===== config.mk =====
export PLATFORM = sky130hd
export DESIGN_NAME = jedro_1_lsu
export DESIGN_NICKNAME = d
export VERILOG_FILES = /design/src/rtl/jedro_1_lsu.sv
export SDC_FILE = /design/constraint.sdc
export NUM_CORES = 1
export LEC_CHECK = 0
export ABC_AREA = 1
export BUFFER_PORTS_ARGS = -buffer_cell sky130_fd_sc_hd__buf_4
export CAP_MARGIN = 20
export CORE_UTILIZATION = 53
export DETAILED_ROUTE_END_ITERATION = 7
export HOLD_SLACK_MARGIN = 0.1
export PLACE_DENSITY_LB_ADDON = 0.05
export SKIP_CTS_REPAIR_TIMING = 1
export SYNTH_ARGS = -nofsm -noshare
export SYNTH_HDL_FRONTEND = slang
export SYNTH_SLANG_ARGS = --single-unit

===== constraint.sdc =====
create_clock -name clk_i -period 4.15 [get_ports clk_i]
set_clock_uncertainty 0.15 [all_clocks]
set_input_delay 1.0375 -clock clk_i [delete_from_list [all_inputs] [get_ports clk_i]]
set_output_delay 1.0375 -clock clk_i [all_outputs]
set_load 0.02 [all_outputs]

===== src/rtl/jedro_1_lsu.sv =====
// Load/store unit: one outstanding data-bus access at a time, with byte-lane steering,
// load extension, misalignment/bus-error/timeout exceptions and register writeback.
module jedro_1_lsu #(
    parameter int unsigned DATA_WIDTH     = 32,
    parameter int unsigned REG_ADDR_WIDTH = 5,
    parameter int unsigned TIMEOUT_CYCLES = 16
) (
    input  logic                      clk_i,
    input  logic                      rst_i,

    input  logic                      ctrl_valid_i,
    output logic                      ctrl_ready_o,
    input  logic                      ctrl_we_i,
    input  logic [1:0]                ctrl_size_i,
    input  logic                      ctrl_unsigned_i,
    input  logic [DATA_WIDTH-1:0]     ctrl_addr_i,
    input  logic [DATA_WIDTH-1:0]     ctrl_wdata_i,
    input  logic [REG_ADDR_WIDTH-1:0] ctrl_regdest_i,

    output logic                      rf_we_o,
    output logic [REG_ADDR_WIDTH-1:0] rf_waddr_o,
    output logic [DATA_WIDTH-1:0]     rf_wdata_o,
    output logic                      done_o,
    output logic                      exc_misaligned_o,
    output logic                      exc_bus_err_o,
    output logic                      exc_timeout_o,
    output logic [DATA_WIDTH-1:0]     exc_addr_o,

    output logic                      data_req_o,
    input  logic                      data_gnt_i,
    input  logic                      data_rvalid_i,
    output logic                      data_we_o,
    output logic [DATA_WIDTH/8-1:0]   data_be_o,
    output logic [DATA_WIDTH-1:0]     data_addr_o,
    output logic [DATA_WIDTH-1:0]     data_wdata_o,
    input  logic [DATA_WIDTH-1:0]     data_rdata_i,
    input  logic                      data_err_i
);

    localparam int unsigned NB   = DATA_WIDTH / 8;
    localparam int unsigned OFFW = (DATA_WIDTH == 64) ? 3 : 2;

    localparam logic [DATA_WIDTH-1:0] MaskB = DATA_WIDTH'(64'hFF);
    localparam logic [DATA_WIDTH-1:0] MaskH = DATA_WIDTH'(64'hFFFF);
    localparam logic [DATA_WIDTH-1:0] MaskW = DATA_WIDTH'(64'hFFFF_FFFF);

    typedef enum logic [1:0] {StIdle, StReq, StResp} state_e;

    state_e                    r_state;
    logic [31:0]               r_cnt;
    logic [1:0]                r_size;
    logic                      r_unsigned;
    logic [OFFW-1:0]           r_off;
    logic [DATA_WIDTH-1:0]     r_addr;
    logic [REG_ADDR_WIDTH-1:0] r_regdest;

    logic [OFFW-1:0]           w_off;
    logic                      w_misaligned;
    logic [NB-1:0]             w_be;
    logic [DATA_WIDTH-1:0]     w_wdata;
    logic [DATA_WIDTH-1:0]     w_aligned;
    logic [DATA_WIDTH-1:0]     w_shift;
    logic [DATA_WIDTH-1:0]     w_mask;
    logic                      w_sign;
    logic [DATA_WIDTH-1:0]     w_ext;
    logic                      w_timeout;

    assign ctrl_ready_o = (r_state == StIdle);
    assign w_off        = ctrl_addr_i[OFFW-1:0];
    assign w_aligned    = {ctrl_addr_i[DATA_WIDTH-1:OFFW], OFFW'(0)};
    assign w_timeout    = (TIMEOUT_CYCLES != 0) && ((r_cnt + 32'd1) == TIMEOUT_CYCLES);

    // Request-side decode: legality, byte enables and lane-replicated store data.
    always_comb begin
        w_misaligned = 1'b0;
        w_be         = '1;
        w_wdata      = ctrl_wdata_i;
        unique case (ctrl_size_i)
            2'b00: begin
                w_be    = NB'(1) << w_off;
                w_wdata = {NB{ctrl_wdata_i[7:0]}};
            end
            2'b01: begin
                w_misaligned = ctrl_addr_i[0];
                w_be         = NB'(2'b11) << w_off;
                w_wdata      = {(NB/2){ctrl_wdata_i[15:0]}};
            end
            2'b10: begin
                w_misaligned = |ctrl_addr_i[1:0];
                w_be         = NB'(4'hF) << w_off;
                w_wdata      = {(NB/4){ctrl_wdata_i[31:0]}};
            end
            default: begin
                w_misaligned = (DATA_WIDTH == 32) || (|ctrl_addr_i[2:0]);
                w_be         = '1;
                w_wdata      = ctrl_wdata_i;
            end
        endcase
    end

    // Load extension: shift the addressed lane down, then sign- or zero-fill above the size.
    always_comb begin
        w_shift = data_rdata_i >> {r_off, 3'b000};
        w_mask  = '1;
        w_sign  = 1'b0;
        unique case (r_size)
            2'b00: begin
                w_mask = MaskB;
                w_sign = w_shift[7];
            end
            2'b01: begin
                w_mask = MaskH;
                w_sign = w_shift[15];
            end
            2'b10: begin
                w_mask = MaskW;
                w_sign = w_shift[31];
            end
            default: begin
                w_mask = '1;
                w_sign = w_shift[DATA_WIDTH-1];
            end
        endcase
        w_ext = (w_shift & w_mask) | (~w_mask & {DATA_WIDTH{w_sign & ~r_unsigned}});
    end

    always_ff @(posedge clk_i) begin
        if (rst_i) begin
            r_state          <= StIdle;
            r_cnt            <= '0;
            r_size           <= '0;
            r_unsigned       <= 1'b0;
            r_off            <= '0;
            r_addr           <= '0;
            r_regdest        <= '0;
            rf_we_o          <= 1'b0;
            rf_waddr_o       <= '0;
            rf_wdata_o       <= '0;
            done_o           <= 1'b0;
            exc_misaligned_o <= 1'b0;
            exc_bus_err_o    <= 1'b0;
            exc_timeout_o    <= 1'b0;
            exc_addr_o       <= '0;
            data_req_o       <= 1'b0;
            data_we_o        <= 1'b0;
            data_be_o        <= '0;
            data_addr_o      <= '0;
            data_wdata_o     <= '0;
        end else begin
            rf_we_o          <= 1'b0;
            done_o           <= 1'b0;
            exc_misaligned_o <= 1'b0;
            exc_bus_err_o    <= 1'b0;
            exc_timeout_o    <= 1'b0;
            unique case (r_state)
                StIdle: begin
                    r_cnt <= '0;
                    if (ctrl_valid_i) begin
                        if (w_misaligned) begin
                            exc_misaligned_o <= 1'b1;
                            exc_addr_o       <= ctrl_addr_i;
                        end else begin
                            r_state      <= StReq;
                            r_size       <= ctrl_size_i;
                            r_unsigned   <= ctrl_unsigned_i;
                            r_off        <= w_off;
                            r_addr       <= ctrl_addr_i;
                            r_regdest    <= ctrl_regdest_i;
                            data_req_o   <= 1'b1;
                            data_we_o    <= ctrl_we_i;
                            data_be_o    <= w_be;
                            data_addr_o  <= w_aligned;
                            data_wdata_o <= w_wdata;
                        end
                    end
                end
                StReq: begin
                    r_cnt <= r_cnt + 32'd1;
                    if (w_timeout) begin
                        exc_timeout_o <= 1'b1;
                        exc_addr_o    <= r_addr;
                        data_req_o    <= 1'b0;
                        r_state       <= StIdle;
                    end else if (data_gnt_i) begin
                        data_req_o <= 1'b0;
                        r_state    <= StResp;
                    end
                end
                StResp: begin
                    r_cnt <= r_cnt + 32'd1;
                    // A response landing on the timeout cycle still completes the access.
                    if (data_rvalid_i) begin
                        r_state <= StIdle;
                        if (data_err_i) begin
                            exc_bus_err_o <= 1'b1;
                            exc_addr_o    <= r_addr;
                        end else begin
                            done_o <= 1'b1;
                            if (!data_we_o) begin
                                rf_we_o    <= 1'b1;
                                rf_waddr_o <= r_regdest;
                                rf_wdata_o <= w_ext;
                            end
                        end
                    end else if (w_timeout) begin
                        exc_timeout_o <= 1'b1;
                        exc_addr_o    <= r_addr;
                        r_state       <= StIdle;
                    end
                end
                default: r_state <= StIdle;
            endcase
        end
    end

endmodule


Word level (Yosys, flattened, before mapping)
Cells that the tools add are included.
Cells by class
  reduce and logical (&&, ||, !) cells: 16
  bitwise operators: 13
  add/subtract/negate cells: 1
  equal/unequal tests: 12
  muxes and demuxes: 31
  shift operators: 4
Operators by type and width (number)
  $pmux W32 S2: 3
  $mux W32: 5
  $pmux W32 S3: 1
  $and A32 B32 Y32: 2
  $add A32 B1 Y32 const B: 1
  $eq A32 B5 Y1 const B: 1
  $not A32 Y32: 1
  $or A32 B32 Y32: 1
  $shr A32 B5 Y32: 1
  $reduce_and A4 Y1: 4
  $mux W2: 6
  $pmux W4 S3: 1
  $mux W1: 10
  $ne A3 B3 Y1 const B: 3
  $not A1 Y1: 8
  $eq A2 B1 Y1 const B: 3
  $logic_not A2 Y1: 3
  $pmux W1 S2: 3
  $pmux W2 S3: 1
  $reduce_or A3 Y1: 2
  $eq A2 B2 Y1 const B: 2
  $ne A2 B2 Y1 const B: 2
  $reduce_bool A2 Y1: 2
  $reduce_or A2 Y1: 2
  other kinds (9): 9
Storage, ports and cells
  word-level logic and storage cells: 97
  register bits after elaboration: 218
  output and inout bits: 145

Logic depth before layout (Yosys ltp)
  word-level depth: 5
  depth in mapped cells: 18

Least setup slack after synthesis
OpenSTA, ideal clock, no wires.
  kind: input port to flip-flop
  start: in ctrl_size_i[1]
  end: reg r_addr[11]
  data required time: 3872 ps
  stages: 14
  path slack: 1215 ps
  arrival: 2657 ps
  setup time: 128 ps
  path through: inv_1 -> ha_1 -> nand2_1 -> inv_1 -> nor3_1 -> inv_1 -> nor2_1 -> inv_1 -> nor2_1 -> clkbuf_1 -> inv_2 -> clkbuf_1 -> o21ai_0 -> a21oi_1
On the way
  cells in the longest elaborated chain, start to end: 4
  elaborated cells on any way between the ends: 6
  classes of those cells: eq/ne: 2; mux: 1; bitwise: 1; reduce/logical: 2
Ends and longest elaborated chain
  from (decl): RTL line 14  | input logic [1:0] ctrl_size_i,
  $eq A2 B2 Y1, or another cell as far along: RTL line 78  | unique case (ctrl_size_i)
  $pmux W1 S3 *: RTL line 78
  $not A1 Y1 (no line) *
  $reduce_and A3 Y1 (no line) *
  to (signal assigned): RTL line 167  | r_addr <= ctrl_addr_i;
  to (decl): RTL line 54  | logic [DATA_WIDTH-1:0] r_addr;
Every way passes the cells marked *; elsewhere a longest branch is shown, timed or not.
A chain may end at the register's enable or synchronous reset.

Final worst setup path
  start: in ctrl_size_i[0]
  end: reg r_addr[12]
Same word-level chain as after synthesis.

==> results.md <==
- Buf+Inv Stages, Crit Path: 7
- Setup TNS: 0 ns
- Sequential-to-total area share from yosys stat: 0.3579
- DR iter-0 viols: 715
- Crit-path max cell delay: 0.60 ns
- CP dominant cell by count: inv_1
- Fillers: 1768
- Pwr/cell area: 576.8 mW/mm2
- H-tree Lvls: 4
- CTS Buf Count: 17
- Max Cap Viol: 0
- Finished Core Util: 0.6764
- Die W: 142.1 um
- GP Congestion: 0.9061
- Core area: 0.01896 mm2
- First-pass GRT wire length: 47910 um
- CTS root buf: clkbuf_16
- Buffers on Ports: 253
- Largest net degree at the start of global routing: 83
- CP arrival: 3.25 ns
- Post-synth cell types: 38
- Non-filler cells, final: 2071
- Number of synthesized register bits: 186
- Synth Area per Inst: 6.403 um2
- Total track usage: 0.2958
- CTS max path bufs: 2
- IO Pins: 256
- Final worst path period share: 0.7286
- Post-route DRC: 0
- Synth Instances: 1625
- Synthesized area: 0.01040 mm2
- Initial Util: 0.5489
- Tmin final: 3.024 ns
- Crit-path slowest cell: inv_2
- Hold crit path type: reg -> reg
- Leakage power: 6.022 nW
- GR Util met2: 0.4698
- Top Family by Delay on Critical Path: buffers and inverters
- Status: finished clean
- FP Rows: 50
- Met3 Track Usage GR: 0.07167
- Final setup margin: 1.126 ns
- Vias per cell: 5.266
- Clk slew on worst S/H paths: 0.07 ns
- Post-Place Setup Slack: 0.7012 ns
- Ys Warns: 0
- Final-report hold violation count: 0
- CTS sink count: 186
- Worst Path Class, Setup: in -> reg
- Die Height: 142.1 um
- Hpwl dp: 21200 um
- Final Setup Violations: 0
- Setup crit end kind: flip-flop
- Pre-Repair DR Iteration Count: 5
- Total gr overflow: 0
- RSZ-0062 raised after global routing: no
- Maximum clock frequency: 330.7 MHz
- GR peak layer: met2
- Drt wl/cell: 14.55 um
- Initial antenna violation count: 0
- CP Launch Type: input pin
- Slew @ Worst Pin: 0.8403 ns
- CP cell instances: buf_4 > inv_1 > ha_1 > inv_1 > nor2_1 > nor3_1 > inv_1 > nor2_1 > inv_1 > nor2_4 > inv_2 > buf_4 > o21ai_0 > a21oi_1
- Antenna viol nets, final: 0
- Layout cells sized above 1: 0.2049
- WP data required: 4.37 ns
- P&R area growth vs syn: 23.23%
- Slew HR: 0.4390
- DRT Wirelength: 30130 um
- Max-slew violations: 0
- Max rail drop VDD: 417.3 uV
- Met1 GRT Util: 0.3877
- Number of global-route vias before repair: 9609
- Via count: 10910
- Worst-Skew Late Latency: 0.44 ns
- Placed instance count: 2038
- Ant. Diodes: 0
- CP max FO: 51
- NumNets Final: 1919
- Die area: 0.02020 mm2
- CTS tree: built
-- kinds of logic after synthesis --
logic type,synth area share
DFF,0.3579
xor gates and xnor gates,0.001684
and+or+nand+nor,0.2937
adders and majority gates,0.01203
other,0.0003604
AOI/OAI and AO/OA,0.2049
buffers and inverters,0.1295
-- final timing paths --
check	from	endpoint	slack (ns)	cells past startpoint
max reg2reg	r_cnt[1]	exc_addr_o[12]	1.13	18
max	ctrl_size_i[0]	r_addr[12]	1.13	14
min	data_be_o[1]	data_be_o[1]	0.32	2
min reg2reg	data_be_o[1]	data_be_o[1]	0.32	2
-- power breakdown --
part	switching, mW	internal [mW]
combinational	2.18	1.19
sequential	0.240	2.13
clock	0.792	0.872
total	3.21	4.19
-- sequential cells by signal (all words and copies together), names as in the netlist, 4 cells and up --
name,cells
data_wdata_o,32
r_addr,31
rf_waddr_o,5
exc_addr_o,32
r_cnt,32
data_be_o,4
rf_wdata_o,32
r_regdest,5
-- area by class of cell --
type	instances	area (um2)	area share
multi-input cells	1123	5355	0.4176
flip-flops and latches	186	3724	0.2904
repair buffers	279	2107	0.1643
inverters	191	716.9	0.05591
clock buffers	18	439.2	0.03425
well taps	260	325.3	0.02537
clock inverters	14	155.1	0.01210
-- through the flow --
| stage | cell area [um2] | hold WS (ns) | power, mW |
|---|---|---|---|
| final | 12820 | 0.3151 | 7.396 |
| after global placement | 12220 | 0.3009 | 5.677 |
| after global routing | 12820 | 0.3293 | 7.910 |
| after detailed placement | 12220 | 0.3080 | 5.724 |
| after floorplan | 10410 | 0.2794 | 4.724 |
| after CTS | 12810 | 0.3195 | 7.392 |
-- synthesized netlist by cell type, drive strengths merged --
| library cell | count | area share |
|---|---|---|
| xnor2 | 1 | 0.00084 |
| nor3 | 3 | 0.0014 |
| o31ai | 1 | 0.00072 |
| nand4 | 39 | 0.023 |
| o21bai | 2 | 0.0014 |
| o211ai | 8 | 0.0058 |
| o22ai | 8 | 0.0048 |
| conb | 1 | 0.00036 |
| nand3b | 10 | 0.0072 |
| nand2 | 400 | 0.15 |
| o2111ai | 1 | 0.00084 |
| inv | 188 | 0.068 |
| nor2 | 210 | 0.084 |
| clkinv | 3 | 0.0011 |
| xor2 | 1 | 0.00084 |
| o21ai | 165 | 0.079 |
| a31oi | 18 | 0.011 |
| nand3 | 58 | 0.030 |
| a21oi | 177 | 0.095 |
| nor4 | 2 | 0.0012 |
| o311ai | 7 | 0.0059 |
| buf | 50 | 0.033 |
| clkbuf | 76 | 0.027 |
| dfxtp | 186 | 0.36 |
| ha | 10 | 0.012 |
-- worst min-delay path, cell delays in order (launching register included) --
cell and delay (ns):
dfxtp_1 0.31, nand2_1 0.06, a21oi_1 0.05
-- metal layers --
layer	wire length [um]	vias up	share of wire
li1	-	5560	-
met1	13050	4908	0.43
met2	13650	379	0.45
met3	2571	59	0.085
met4	863	0	0.029
met5	0	-	0
-- layout by cell type (no fill, tap or decap), types with 2 or more instances in the layout --
cell type and count:
clkinv_1 2, o21ai_0 162, o21bai_1 2, nor4_1 2, nor3_1 3, inv_6 4
nand3_1 55, clkbuf_16 17, a21oi_1 149, nand2_1 393, nand3b_1 10, nand4_1 39
nor2_2 6, conb_1 2, inv_1 184, inv_2 5, dfxtp_1 186, nand2_2 6
inv_8 3, a31oi_1 18, o21ai_1 3, nor2_4 9, clkinv_4 4, ha_1 9
nor2_1 194, o22ai_1 8, nand3_2 2, o311ai_0 7, o211ai_1 8, buf_4 278
a21oi_2 28
Note: power is estimated with default switching activity, not from simulation.
